--- config.mk ---
export PLATFORM = sky130hd
export DESIGN_NAME = data_arbiter_2x1
export DESIGN_NICKNAME = d
export VERILOG_FILES = /design/src/rtl/data_arbiter_2x1.sv
export SDC_FILE = /design/constraint.sdc
export NUM_CORES = 1
export LEC_CHECK = 0
export ABC_CLOCK_PERIOD_IN_PS = 3400
export BUFFER_PORTS_ARGS = -buffer_cell sky130_fd_sc_hd__clkbuf_2
export CAP_MARGIN = 25
export CORE_AREA = 5 5 116 118
export CTS_BUF_LIST = sky130_fd_sc_hd__clkbuf_16
export CTS_CLUSTER_DIAMETER = 120
export CTS_CLUSTER_SIZE = 24
export DETAILED_ROUTE_END_ITERATION = 8
export DIE_AREA = 0 0 121 123
export PLACE_DENSITY = 0.58
export SLEW_MARGIN = 30
export SYNTH_ARGS = -nofsm -noshare
export SYNTH_HDL_FRONTEND = slang
export SYNTH_SLANG_ARGS = --single-unit
--- constraint.sdc ---
create_clock -name clk -period 3.4 [get_ports clk]
set_input_delay 0.34 -clock clk [delete_from_list [all_inputs] [get_ports clk]]
set_output_delay 0.34 -clock clk [all_outputs]
set_load 0.01 [all_outputs]
--- src/rtl/data_arbiter_2x1.sv ---
// Two-master sram-like data arbiter: cached (ram_*) vs uncached (conf_*) onto one AXI-side port.
// An owner FIFO steers in-order data_ok/rdata back to the master that issued each transaction.
module data_arbiter_2x1 #(
  parameter int unsigned OUTSTANDING    = 4,
  parameter int unsigned MAX_RAM_STREAK = 8
) (
  input  logic        clk,
  input  logic        rst,

  input  logic        ram_data_req,
  input  logic        ram_data_wr,
  input  logic [1:0]  ram_data_size,
  input  logic [31:0] ram_data_addr,
  input  logic [31:0] ram_data_wdata,
  output logic [31:0] ram_data_rdata,
  output logic        ram_data_addr_ok,
  output logic        ram_data_data_ok,

  input  logic        conf_data_req,
  input  logic        conf_data_wr,
  input  logic [1:0]  conf_data_size,
  input  logic [31:0] conf_data_addr,
  input  logic [31:0] conf_data_wdata,
  output logic [31:0] conf_data_rdata,
  output logic        conf_data_addr_ok,
  output logic        conf_data_data_ok,

  output logic        wrap_data_req,
  output logic        wrap_data_wr,
  output logic [1:0]  wrap_data_size,
  output logic [31:0] wrap_data_addr,
  output logic [31:0] wrap_data_wdata,
  input  logic [31:0] wrap_data_rdata,
  input  logic        wrap_data_addr_ok,
  input  logic        wrap_data_data_ok
);

  localparam int unsigned PtrW = (OUTSTANDING > 1) ? $clog2(OUTSTANDING) : 1;
  localparam int unsigned CntW = $clog2(OUTSTANDING) + 1;
  localparam int unsigned StrW = $clog2(MAX_RAM_STREAK + 1);
  localparam logic [CntW-1:0] CntFull = CntW'(OUTSTANDING);
  localparam logic [StrW-1:0] StrMax  = StrW'(MAX_RAM_STREAK);

  logic                   lock_q, lock_d;
  logic                   lock_owner_q, lock_owner_d;
  logic [StrW-1:0]        streak_q, streak_d;
  logic [OUTSTANDING-1:0] owner_q, owner_d;
  logic [PtrW-1:0]        wr_ptr_q, wr_ptr_d;
  logic [PtrW-1:0]        rd_ptr_q, rd_ptr_d;
  logic [CntW-1:0]        count_q, count_d;

  logic grant;      // 0 = cached, 1 = uncached
  logic grant_req;
  logic fifo_full;
  logic fifo_empty;
  logic accept;
  logic pop;
  logic head;

  always_comb begin
    grant = 1'b0;
    if (lock_q) begin
      grant = lock_owner_q;
    end else if (conf_data_req && !ram_data_req) begin
      grant = 1'b1;
    end else if (conf_data_req && ram_data_req) begin
      grant = (streak_q >= StrMax);
    end
  end

  assign grant_req  = grant ? conf_data_req : ram_data_req;
  assign fifo_full  = (count_q == CntFull);
  assign fifo_empty = (count_q == '0);

  // Request path: zero-cycle pass-through of the granted master.
  assign wrap_data_req   = grant_req & ~fifo_full & ~rst;
  assign wrap_data_wr    = grant ? conf_data_wr    : ram_data_wr;
  assign wrap_data_size  = grant ? conf_data_size  : ram_data_size;
  assign wrap_data_addr  = grant ? conf_data_addr  : ram_data_addr;
  assign wrap_data_wdata = grant ? conf_data_wdata : ram_data_wdata;

  assign ram_data_addr_ok  = ~grant & wrap_data_addr_ok & ~fifo_full & ~rst;
  assign conf_data_addr_ok =  grant & wrap_data_addr_ok & ~fifo_full & ~rst;

  assign accept = wrap_data_req & wrap_data_addr_ok;

  // Response path: a data_ok with nothing outstanding is dropped.
  assign head = owner_q[rd_ptr_q];
  assign pop  = wrap_data_data_ok & ~fifo_empty & ~rst;

  assign ram_data_data_ok  = pop & ~head;
  assign conf_data_data_ok = pop &  head;
  assign ram_data_rdata    = wrap_data_rdata;
  assign conf_data_rdata   = wrap_data_rdata;

  always_comb begin
    lock_d       = grant_req & ~accept;
    lock_owner_d = lock_owner_q;
    streak_d     = streak_q;
    owner_d      = owner_q;
    wr_ptr_d     = wr_ptr_q;
    rd_ptr_d     = rd_ptr_q;
    count_d      = count_q;

    if (grant_req && !accept) begin
      lock_owner_d = grant;
    end

    if (accept && grant) begin
      streak_d = '0;
    end else if (!conf_data_req) begin
      streak_d = '0;
    end else if (accept && (streak_q != StrMax)) begin
      streak_d = streak_q + StrW'(1);
    end

    if (accept) begin
      owner_d[wr_ptr_q] = grant;
      wr_ptr_d          = wr_ptr_q + PtrW'(1);
    end
    if (pop) begin
      rd_ptr_d = rd_ptr_q + PtrW'(1);
    end

    case ({accept, pop})
      2'b10:   count_d = count_q + CntW'(1);
      2'b01:   count_d = count_q - CntW'(1);
      default: count_d = count_q;
    endcase
  end

  always_ff @(posedge clk) begin
    if (rst) begin
      lock_q       <= 1'b0;
      lock_owner_q <= 1'b0;
      streak_q     <= '0;
      owner_q      <= '0;
      wr_ptr_q     <= '0;
      rd_ptr_q     <= '0;
      count_q      <= '0;
    end else begin
      lock_q       <= lock_d;
      lock_owner_q <= lock_owner_d;
      streak_q     <= streak_d;
      owner_q      <= owner_d;
      wr_ptr_q     <= wr_ptr_d;
      rd_ptr_q     <= rd_ptr_d;
      count_q      <= count_d;
    end
  end

  // A response with no transaction outstanding means the slave is out of sync.
  always_ff @(posedge clk) begin
    if (!rst) begin
      assert (!(wrap_data_data_ok && fifo_empty));
    end
  end

endmodule

==> results_dict.tcl <==
set metrics [dict create \
    outcome "finished, final reports clean" \
    ys_types 39 \
    netlist_area_mm2 0.00226 \
    r2r_slack_ps 810 \
    switching_share_pct 36.9 \
    crit_path_max_incr_delay_ps 390 \
    post_synth_inst_count 385 \
    combPwrFrac_pct 47.9 \
    whs_endpoint "count_q[2]" \
    die_w_um 121 \
    p_per_area_mw_per_mm2 282 \
    rsz0062_at_grt "false" \
    cp.arrival_ps 2770 \
    wl_met1_um 3390 \
    synth_top_cell_by_area "nand2_1" \
    num_rows 41 \
    cts-htree-levels 1 \
    cpLargestDelayFamily "simple AND/OR/NAND/NOR gates" \
    dr.pass1.iters 4 \
    layout-drive-gt1-share_pct 43.7 \
    setup_viol 0 \
    cts_resized 0 \
    clock_sink_count 17 \
    vdd_drop_max_uv 135 \
    crit_buf_inv 1 \
    die_area_mm2 0.0149 \
    grt_pass1_vias 2435 \
    fillers 1418 \
    timing.final.crit_share_pct 76.1 \
    finalHoldViolations 0 \
    drc 0 \
    route.final.wire_length_um 8430 \
    switchingPower_uw 324 \
    grt_first_pass_wirelength_um 11900 \
    end_kind "register" \
    diodes 0 \
    tightest_slew_ps 725 \
    dr.first_iter.drc_count 78 \
    fin_area_mm2 0.00310 \
    place.gp.congestion 0.755 \
    holdBufCountCts 0 \
    ios 308 \
    cp-start-kind "register" \
    reg2reg_depth 9 \
    ys_ff_latch 17 \
    port_buffers 211 \
    vias 2717 \
    fmax_ghz 0.386 \
    synth_area_leaders "nand2_1 34%, buf_4 22%, dfxtp_1 15%, ha_1 3.9%, a311oi_1 1.9%" \
    final_cell_mix "211 x clkbuf_2, 204 x nand2_1, 17 x dfxtp_1, 10 x nor2_1, 7 x ha_1" \
    final_common_cell "clkbuf_2" \
    nets 701 \
    hold_ws_ps 504 \
    overflow 0 \
    dpl_cell_area_mm2 0.00302 \
    core_region_area_mm2 0.0124 \
    hold_depth 2 \
    pwr-share-clk_pct 26.8 \
    routed.top_layer "met4" \
    hpwl_um 7260 \
    cts_buffers 3 \
    crit_fanout 11 \
    critical_path.cell_chain "a21boi_2 -> o2bb2ai_1 -> nor2_1 -> inv_1 -> ha_1 -> fa_1 -> xnor2_1 -> or3_1 -> a21oi_1" \
    worstReg2RegEnd "count_q[2]" \
    wl_per_cell_um 12.2 \
    crit_type "reg2reg" \
    wl_met3_um 1010 \
    die_h_um 123 \
    vias_per_cell 3.93 \
    r2r-start "lock_q" \
    syn_nets 565 \
    fin_tns_setup_ps 0 \
    fin_skew_ps 2.63 \
    relSlewSlack_pct 51.6 \
    postCtsSetupBuffers 0 \
    hp-start "count_q[2]" \
    clk_pin_slew_ps 50 \
    cts_buffer_depth 2 \
    cts_root_buf "clkbuf_16" \
    synth_top_area_share_pct 33.8 \
    layout-area-overhead-vs-synth_pct 37.1 \
    finalMaxSlewViolations 0 \
    grt_max_degree 47 \
    antenna_found_initial 0 \
    syn_avg_cell_area_um2 5.88 \
    cts_tree "done" \
    drv_cap 0 \
    ys_seq_area_share_pct 15.0 \
    required_ps 3580 \
    min_path_type "reg2reg" \
    grt.total_usage_pct 9.78 \
    p_seq_share_pct 25.3 \
    period_needed_ps 2590 \
    postRouteAntennaNets 0 \
    power_leakage_uw 0.00186 \
    yosysWarnings 0 \
    clock_latency_ps 250 \
    power.internal_uw 552 \
    start_util_pct 18.3 \
    wl_met2_um 3880 \
    cp_slowest_cell "nor2_1" \
]
==> worst register-to-register path: stages (launching register included) <==
cell and delay (ps):
dfxtp_1 350, a21boi_2 190, o2bb2ai_1 260, nor2_1 400, inv_1 90, ha_1 250, fa_1 390, xnor2_1 150
or3_1 310, a21oi_1 140
==> power groups by stage <==
| stage | sequential, uW | combinational [uW] | clock (uW) |
|---|---|---|---|
| finish | 221 | 420 | 235 |
| global route | 222 | 468 | 252 |
| CTS | 221 | 428 | 241 |
| detailed placement | 225 | 427 | 0 |
| global placement | 225 | 425 | 0 |
| floorplan | 223 | 297 | 0 |
==> metrics by stage <==
step	power [uW]	utilization, %	setup slack, ps	cells
finish	876	25.1	811	692
global placement	650	24.4	784	688
detailed placement	652	24.4	707	688
CTS	890	25.1	799	692
floorplan	520	-	1080	385
global route	942	25.1	592	692
==> final cells by class <==
type	instances	area [um^2]	area share (%)
Tap cell	172	215	6.94
Timing Repair Buffer	215	1110	35.8
Multi-Input combinational cell	278	1330	43.0
Inverter	6	22.5	0.726
Clock buffer	3	75.1	2.42
Clock inverter	1	5.00	0.161
Sequential cell	17	340	11.0
==> sequential cells by signal, indices dropped and copies added (netlist names) <==
register,cells
count_q,3
lock_owner_q,1
lock_q,1
owner_q,4
rd_ptr_q,2
streak_q,4
wr_ptr_q,2
==> how the worst max path moves through the flow <==
stage | from | cells past startpoint | to | slack, ps
4_1_cts | lock_q | 9 | count_q[2] | 800
3_5_place_dp | ram_data_req | 10 | count_q[2] | 710
6_report | lock_q | 9 | count_q[2] | 810
2_1_floorplan | rst | 11 | count_q[2] | 1080
5_1_grt | lock_q | 9 | count_q[2] | 590
3_3_place_gp | ram_data_req | 10 | count_q[2] | 780
==> per-layer routing <==
layer,GRT usage (%),vias up
met5,0,-
met4,2.34,0
met3,4.12,21
met2,16.2,186
met1,11.8,1094
li1,-,1416
==> cells by family after synthesis <==
family          share of synthesized area, %
mux                                     1.44
flops                                   15.0
fa+ha+maj                               4.76
compound gates                          9.29
buf+inv                                 26.6
simple gates                            41.3
xor+xnor                                1.55
==> synth_stat cells <==
master / n
a21boi_2: 1
a21oi_1: 6
a21oi_2: 1
a2bb2oi_2: 1
a311oi_1: 5
a31oi_1: 4
and2_1: 2
buf_1: 3
buf_2: 4
buf_4: 65
buf_6: 2
clkbuf_1: 10
dfxtp_1: 17
fa_1: 1
ha_1: 7
inv_1: 6
mux2i_1: 1
mux4_2: 1
nand2_1: 204
nand2b_1: 1
nand3_1: 4
nand3b_1: 1
nand4_1: 1
nor2_1: 10
nor2b_1: 2
nor2b_2: 1
nor3_1: 2
nor3b_1: 1
o21a_1: 1
o21ai_0: 4
o21ai_1: 2
o2bb2ai_1: 1
o31ai_1: 4
or3_1: 2
or3b_1: 1
or4_1: 1
or4_4: 1
xnor2_1: 2
xor2_1: 2
Power figures use the tool's default switching activity.
